## src/rtl/drawcon_grid.sv

```systemverilog
// ---------------------------------------------------------------------------
// drawcon_grid
//   Pixel colour generator for a breakout-style playfield: border, brick
//   grid, paddle and ball.  Object positions are captured into shadow
//   registers on frame_start, so changes in the middle of a frame never tear
//   the picture.  Rendering is a two-stage pipeline: stage 1 registers the
//   coordinate compares, stage 2 registers the colour.  The brick alive
//   bits are read in stage 2, so a cleared brick disappears from the very
//   next rendered pixel.
//
// Ports
//   clk, rst_n              pixel clock, asynchronous active-low reset
//   frame_start             one-cycle pulse, latches paddle/ball positions
//   paddle_x/_y, ball_x/_y  object top-left corners (11/10 bits)
//   draw_x/_y, pix_valid_in pixel coordinate being rendered and its strobe
//   hit_valid, hit_row/_col brick-clear request
//   bricks_restore          revive every brick (wins over a coincident hit)
//   draw_r/_g/_b            4-bit colour, zero when pix_valid_out is low
//   pix_valid_out           pix_valid_in delayed by exactly two cycles
//   bricks_left, all_clear  live-brick count and its registered zero flag
// ---------------------------------------------------------------------------
module drawcon_grid #(
    parameter int SCREEN_W   = 1440,
    parameter int SCREEN_H   = 900,
    parameter int BORDER     = 10,
    parameter int PADDLE_W   = 120,
    parameter int PADDLE_H   = 10,
    parameter int BALL_SZ    = 24,
    parameter int BRICK_ROWS = 4,
    parameter int BRICK_COLS = 8,
    parameter int BRICK_W    = 160,
    parameter int BRICK_H    = 30,
    parameter int BRICK_X0   = 80,
    parameter int BRICK_Y0   = 60
) (
    input  logic        clk,
    input  logic        rst_n,
    input  logic        frame_start,
    input  logic [10:0] paddle_x,
    input  logic [9:0]  paddle_y,
    input  logic [10:0] ball_x,
    input  logic [9:0]  ball_y,
    input  logic [10:0] draw_x,
    input  logic [9:0]  draw_y,
    input  logic        pix_valid_in,
    input  logic        hit_valid,
    input  logic [2:0]  hit_row,
    input  logic [3:0]  hit_col,
    input  logic        bricks_restore,
    output logic [3:0]  draw_r,
    output logic [3:0]  draw_g,
    output logic [3:0]  draw_b,
    output logic        pix_valid_out,
    output logic [7:0]  bricks_left,
    output logic        all_clear
);

    localparam int         BRICK_N     = BRICK_ROWS * BRICK_COLS;
    localparam logic [7:0] BRICK_TOTAL = 8'(BRICK_N);

    // ------------------------------------------------------------------
    // Shadow positions
    // ------------------------------------------------------------------
    logic [10:0] sh_paddle_x;
    logic [9:0]  sh_paddle_y;
    logic [10:0] sh_ball_x;
    logic [9:0]  sh_ball_y;

    // NOTE: clocked state uses non-blocking assignments so every flop
    // samples the pre-edge values regardless of block ordering.
    always_ff @(posedge clk or negedge rst_n) begin
        if (!rst_n) begin
            sh_paddle_x <= '0;
            sh_paddle_y <= '0;
            sh_ball_x   <= '0;
            sh_ball_y   <= '0;
        end else if (frame_start) begin
            sh_paddle_x <= paddle_x;
            sh_paddle_y <= paddle_y;
            sh_ball_x   <= ball_x;
            sh_ball_y   <= ball_y;
        end
    end

    // ------------------------------------------------------------------
    // Stage 1: coordinate compares.  Everything is widened to 12 bits so
    // right/bottom edges near the screen limit cannot wrap.
    // ------------------------------------------------------------------
    logic [11:0] x12, y12;
    logic [11:0] ball_x12, ball_y12, pad_x12, pad_y12;
    logic        ball_c, paddle_c, border_c, brick_c;
    logic        col_ok, row_ok;
    logic [2:0]  brick_row_c;
    logic [3:0]  brick_col_c;

    assign x12      = {1'b0, draw_x};
    assign y12      = {2'b0, draw_y};
    assign ball_x12 = {1'b0, sh_ball_x};
    assign ball_y12 = {2'b0, sh_ball_y};
    assign pad_x12  = {1'b0, sh_paddle_x};
    assign pad_y12  = {2'b0, sh_paddle_y};

    assign ball_c   = (x12 >= ball_x12) && (x12 <= ball_x12 + 12'(BALL_SZ)) &&
                      (y12 >= ball_y12) && (y12 <= ball_y12 + 12'(BALL_SZ));
    assign paddle_c = (x12 >= pad_x12) && (x12 <= pad_x12 + 12'(PADDLE_W)) &&
                      (y12 >= pad_y12) && (y12 <= pad_y12 + 12'(PADDLE_H));
    assign border_c = (x12 <  12'(BORDER)) || (x12 >= 12'(SCREEN_W - BORDER)) ||
                      (y12 <  12'(BORDER)) || (y12 >= 12'(SCREEN_H - BORDER));

    // Each cell's window stops 2 pixels short of the next cell, so the
    // gap and the area outside the grid both fall out as "no match".
    // NOTE: every combinational output gets a default before the loops so
    // no path leaves it unassigned and no latch is inferred.
    always_comb begin
        col_ok      = 1'b0;
        row_ok      = 1'b0;
        brick_col_c = '0;
        brick_row_c = '0;
        for (int c = 0; c < BRICK_COLS; c++) begin
            if (x12 >= 12'(BRICK_X0 + c * BRICK_W) &&
                x12 <  12'(BRICK_X0 + (c + 1) * BRICK_W - 2)) begin
                col_ok      = 1'b1;
                brick_col_c = 4'(c);
            end
        end
        for (int r = 0; r < BRICK_ROWS; r++) begin
            if (y12 >= 12'(BRICK_Y0 + r * BRICK_H) &&
                y12 <  12'(BRICK_Y0 + (r + 1) * BRICK_H - 2)) begin
                row_ok      = 1'b1;
                brick_row_c = 3'(r);
            end
        end
        brick_c = col_ok && row_ok;
    end

    logic       s1_valid, s1_ball, s1_paddle, s1_border, s1_brick;
    logic [2:0] s1_row;
    logic [3:0] s1_col;

    always_ff @(posedge clk or negedge rst_n) begin
        if (!rst_n) begin
            s1_valid  <= 1'b0;
            s1_ball   <= 1'b0;
            s1_paddle <= 1'b0;
            s1_border <= 1'b0;
            s1_brick  <= 1'b0;
            s1_row    <= '0;
            s1_col    <= '0;
        end else begin
            s1_valid  <= pix_valid_in;
            s1_ball   <= ball_c;
            s1_paddle <= paddle_c;
            s1_border <= border_c;
            s1_brick  <= brick_c;
            s1_row    <= brick_row_c;
            s1_col    <= brick_col_c;
        end
    end

    // ------------------------------------------------------------------
    // Brick state
    // ------------------------------------------------------------------
    logic [BRICK_N-1:0] alive;
    logic [BRICK_N-1:0] hit_mask;
    logic               hit_ok;

    // Out-of-range row/col never matches a cell, so the mask stays empty.
    always_comb begin
        hit_mask = '0;
        for (int r = 0; r < BRICK_ROWS; r++) begin
            for (int c = 0; c < BRICK_COLS; c++) begin
                if (hit_valid && hit_row == 3'(r) && hit_col == 4'(c))
                    hit_mask[r * BRICK_COLS + c] = 1'b1;
            end
        end
        hit_ok = |(hit_mask & alive);
    end

    // NOTE: the alive vector is a small flop bank, not RAM, so it takes an
    // asynchronous reset to "all alive" like any other control register.
    always_ff @(posedge clk or negedge rst_n) begin
        if (!rst_n) begin
            alive       <= '1;
            bricks_left <= BRICK_TOTAL;
            all_clear   <= 1'b0;
        end else if (bricks_restore) begin
            alive       <= '1;
            bricks_left <= BRICK_TOTAL;
            all_clear   <= (BRICK_TOTAL == 8'd0);
        end else if (hit_ok) begin
            alive       <= alive & ~hit_mask;
            bricks_left <= bricks_left - 8'd1;
            all_clear   <= (bricks_left == 8'd1);
        end
    end

    // ------------------------------------------------------------------
    // Stage 2: colour select.  Alive bits are read here, not in stage 1,
    // so a clear on one edge is visible on the pixel leaving at the next.
    // ------------------------------------------------------------------
    logic        brick_live;
    logic [11:0] rgb_c;

    always_comb begin
        brick_live = 1'b0;
        for (int r = 0; r < BRICK_ROWS; r++) begin
            for (int c = 0; c < BRICK_COLS; c++) begin
                if (s1_row == 3'(r) && s1_col == 4'(c))
                    brick_live = alive[r * BRICK_COLS + c];
            end
        end

        rgb_c = 12'h000;
        if (s1_ball)
            rgb_c = 12'hFFF;
        else if (s1_paddle)
            rgb_c = 12'h0F0;
        else if (s1_brick && brick_live) begin
            case (s1_row[1:0])
                2'd0:    rgb_c = 12'hF00;
                2'd1:    rgb_c = 12'hF80;
                2'd2:    rgb_c = 12'hFF0;
                default: rgb_c = 12'h00F;
            endcase
        end else if (s1_border)
            rgb_c = 12'h0F0;
    end

    always_ff @(posedge clk or negedge rst_n) begin
        if (!rst_n) begin
            pix_valid_out <= 1'b0;
            draw_r        <= '0;
            draw_g        <= '0;
            draw_b        <= '0;
        end else begin
            pix_valid_out <= s1_valid;
            if (s1_valid) begin
                draw_r <= rgb_c[11:8];
                draw_g <= rgb_c[7:4];
                draw_b <= rgb_c[3:0];
            end else begin
                draw_r <= '0;
                draw_g <= '0;
                draw_b <= '0;
            end
        end
    end

endmodule

```

## config.mk

```make
export PLATFORM = sky130hd
export DESIGN_NAME = drawcon_grid
export DESIGN_NICKNAME = d
export VERILOG_FILES = /design/src/rtl/drawcon_grid.sv
export SDC_FILE = /design/constraint.sdc
export NUM_CORES = 1
export LEC_CHECK = 0
export ABC_AREA = 1
export BUFFER_PORTS_ARGS = -buffer_cell sky130_fd_sc_hd__buf_2
export CAP_MARGIN = 20
export CELL_PAD_IN_SITES_DETAIL_PLACEMENT = 0
export CELL_PAD_IN_SITES_GLOBAL_PLACEMENT = 2
export CORE_UTILIZATION = 30
export CTS_CLUSTER_DIAMETER = 40
export DETAILED_ROUTE_END_ITERATION = 8
export PLACE_DENSITY_LB_ADDON = 0.25
export SYNTH_ARGS = -nofsm -noshare
export SYNTH_HDL_FRONTEND = slang
export SYNTH_SLANG_ARGS = --single-unit
```

## constraint.sdc

```tcl
create_clock -name clk -period 6.85 [get_ports clk]
set_input_delay 0.685 -clock clk [delete_from_list [all_inputs] [get_ports clk]]
set_output_delay 0.685 -clock clk [all_outputs]
set_load 0.03 [all_outputs]
```

==> flow_summary.toml <==
[timing]
drv_slew = 0
hold_viol = 0
final_min_period_over_clock_period_pct = 41.9
fin_skew_ns = 0.0108
worst_slew_pin_slew_ns = 0.962
clock.fmax_ghz = 0.348
slew_headroom_pct = 35.3
finalCriticalPeriod_ns = 2.87
rsz0062_at_grt = "false"
fin_tns_setup_ns = 0
setup_viol = 0

[drt]
drtAntennaViolNets = 0
num_vias = 6539
avgRoutedWirePerCell_um = 14.4
drt-vias-per-instance = 4.71
drc = 0
drtIter0Drc = 256
drt_wl_total_um = 20000
drtPass1Iterations = 5

[grt]
grt_pass1_wl_um = 32200
grt_max_degree = 81
track_usage_pct = 16.8
antenna_found_initial = 0
overflow = 0
grt_pass1_vias = 6271

[power]
pwr-share-clk_pct = 33.0
max-vdd-ir-drop_v = 0.0000903
leakage_nw = 4.35
power.switching_mw = 0.560
power_density_mw_per_mm2 = 189
seqPwrFrac_pct = 40.2
combinationalPowerShare_pct = 26.7
swShare_pct = 35.3
power_mw = 1.59
internal_power_mw = 1.03

[cts]
cts_buffers = 9
insertion_delay_ns = 0.36
clock-sinks = 98
holdBufCountCts = 0
cts.clk_slew.worst_paths_ns = 0.08
htreeDepth = 3
cts_resized = 0
cts_setup_buffers = 0
clockBufferDepth = 2
cts_tree = "built"
root_buffer = "clkbuf_16"

[synthesis]
ys.flop_type = "dfrtp_1"
synth.most_common_cell = "nand2_1"
netlist_top_cells_count = "193 x nand2_1, 161 x inv_1, 86 x ha_1, 86 x o21ai_0, 72 x nor2_1"
ys_ff_latch = 98
synth_mux_area_share_pct = 0.613
synth.avg_cell_area_um2 = 7.51
synth_nets = 1140
netlist-cell-type-count = 51
synth_cells = 978
synth_fa_ha_area_share_pct = 14.6
synth_top_area_cell = "dfrtp_1"
synth_compound_area_share_pct = 14.9
synth_simple_gate_area_share_pct = 23.5
synthesis.area_mm2 = 0.00735
yosysWarningCount = 0
synth-xor-area-share_pct = 2.27
synth-async-reset-ratio_pct = 100
synth_area_leaders = "dfrtp_1 22%, ha_1 15%, dfstp_2 12%"
synth_top_family_by_area = "simple AND/OR/NAND/NOR gates"
synth.top_cell.area_share_pct = 22.1
synth-edff-count = 0
synth-seq-area-share_pct = 33.9

[worst_setup_path]
slowest_delay_ns = 0.47
cp-end-kind = "flop"
r2r_slack_ns = 3.98
required_ns = 7.10
worstSetupStartpointType = "flop"
arrival_ns = 3.13
crit_type = "flop to flop"
path_common_cell = "nand2_1"
crit_slowest_cell = "dfrtp_1"
crit_fanout = 7

[placed_design]
io_buffers = 97
gp_congestion = 0.822
dp_hpwl_um = 15700

[cells_and_area]
diodes = 0
fillCellCount = 2515
area.growth.synth_to_final_pct = 14.5
nets = 1227
multi_input_area_mm2 = 0.00411
seq_area_mm2 = 0.00249
drive_above_1_share_pct = 15.4

[die]
die_height_um = 158
dieArea_mm2 = 0.0251
rows = 56
start_util_pct = 30.9
ios = 98
core_mm2 = 0.0238
die_w_um = 158

[flow_run]
max-cap-violations = 0

[worst_hold_path]
min_path_type = "input port to async pin"

[status]
status = "finished clean"
-- per-stage QoR --
stage	setup slack (ns)	hold WS (ns)	util, %	instances	instance area, um^2
finish	3.98	0.356	35.4	1389	8410
detailed placement	3.68	0.453	34.2	1373	8120
floorplan	4.16	0.389	-	978	7350
global route	3.42	0.384	35.4	1389	8410
global placement	3.66	0.464	34.2	1373	8120
CTS	3.92	0.370	35.4	1389	8410
-- flip-flops by register name, summed over array words and instances (netlist names) --
name	cells
sh_ball_x	11
sh_ball_y	10
sh_paddle_y	10
draw_g	2
all_clear	1
s1_border	1
bricks_left	8
s1_valid	1
alive	32
s1_row	2
sh_paddle_x	11
draw_r	1
s1_paddle	1
pix_valid_out	1
s1_brick	1
s1_col	3
s1_ball	1
draw_b	1
-- path summary, 6_finish.rpt --
path / start / to / cells after the start
min in group clk: pix_valid_in / s1_valid / 1
hold / removal: rst_n / bricks_left[0] / 1
setup reg to reg: s1_col[2] / draw_g[2] / 36
hold reg to reg: s1_valid / pix_valid_out / 0
setup / recovery: s1_col[2] / draw_g[2] / 36
max in group asynchronous: rst_n / sh_ball_x[3] / 2
-- area by class of cell --
class / instances / area share (%)
Clock buffer: 9 / 2.68
Tap cell: 319 / 4.74
Timing Repair Buffer: 100 / 6.07
Multi-Input combinational cell: 693 / 48.8
Clock inverter: 7 / 0.818
Sequential cell: 98 / 29.6
Inverter: 163 / 7.27
-- power by group through the flow --
stage,sequential [mW],combinational (mW),clock (mW)
floorplan,0.657,0.289,0
global placement,0.650,0.432,0
detailed placement,0.651,0.432,0
CTS,0.641,0.433,0.542
global route,0.647,0.499,0.565
finish,0.640,0.425,0.525
-- worst max-delay path, delay by kind of cell, from the launching register on --
kind / cells / cell delay, ns
compound gates: 1 / 0.17
buf+inv: 3 / 0.22
flops: 1 / 0.47
simple gates: 32 / 1.93
-- kinds of logic after synthesis --
group	Yosys count
and+or+nand+nor	395
AOI/OAI and AO/OA	189
buffers and inverters	187
muxes	4
DFF	98
adders and majority gates	86
xor gates and xnor gates	19
-- cells in the final DEF (no fill, tap or decap), drive strengths merged, types with 2 or more instances in the layout --
| cell | Yosys | layout |
|---|---|---|
| nor2 | 73 | 73 |
| nand3 | 53 | 53 |
| ha | 86 | 86 |
| a311o | 2 | 2 |
| dfrtp | 65 | 65 |
| o21a | 4 | 4 |
| a21oi | 50 | 50 |
| a311oi | 2 | 2 |
| o21bai | 7 | 7 |
| a21boi | 2 | 2 |
| xor2 | 18 | 18 |
| o2111ai | 2 | 2 |
| clkbuf | 14 | 9 |
| nor4 | 6 | 6 |
| a31oi | 7 | 7 |
| o21ai | 89 | 89 |
| a221oi | 3 | 3 |
| nand4 | 21 | 21 |
| inv | 162 | 167 |
| or2 | 4 | 4 |
| o221ai | 2 | 2 |
| mux2 | 4 | 4 |
| nand2 | 194 | 194 |
| nand3b | 2 | 2 |
| o211ai | 7 | 7 |
| dfstp | 33 | 33 |
| o22ai | 2 | 2 |
| nor3b | 2 | 2 |
| clkinvlp | 0 | 2 |
| nor3 | 35 | 35 |
| or4 | 3 | 3 |
| buf | 10 | 100 |
| o41ai | 2 | 2 |
-- routing by layer --
layer	up-vias	wire [um]	GRT usage, %
met4	0	316	5.31
met2	112	9200	28.0
met5	-	0	0
met1	2961	9970	22.5
met3	17	459	1.93
li1	3449	-	-
Note: power is estimated with default switching activity, not from simulation.
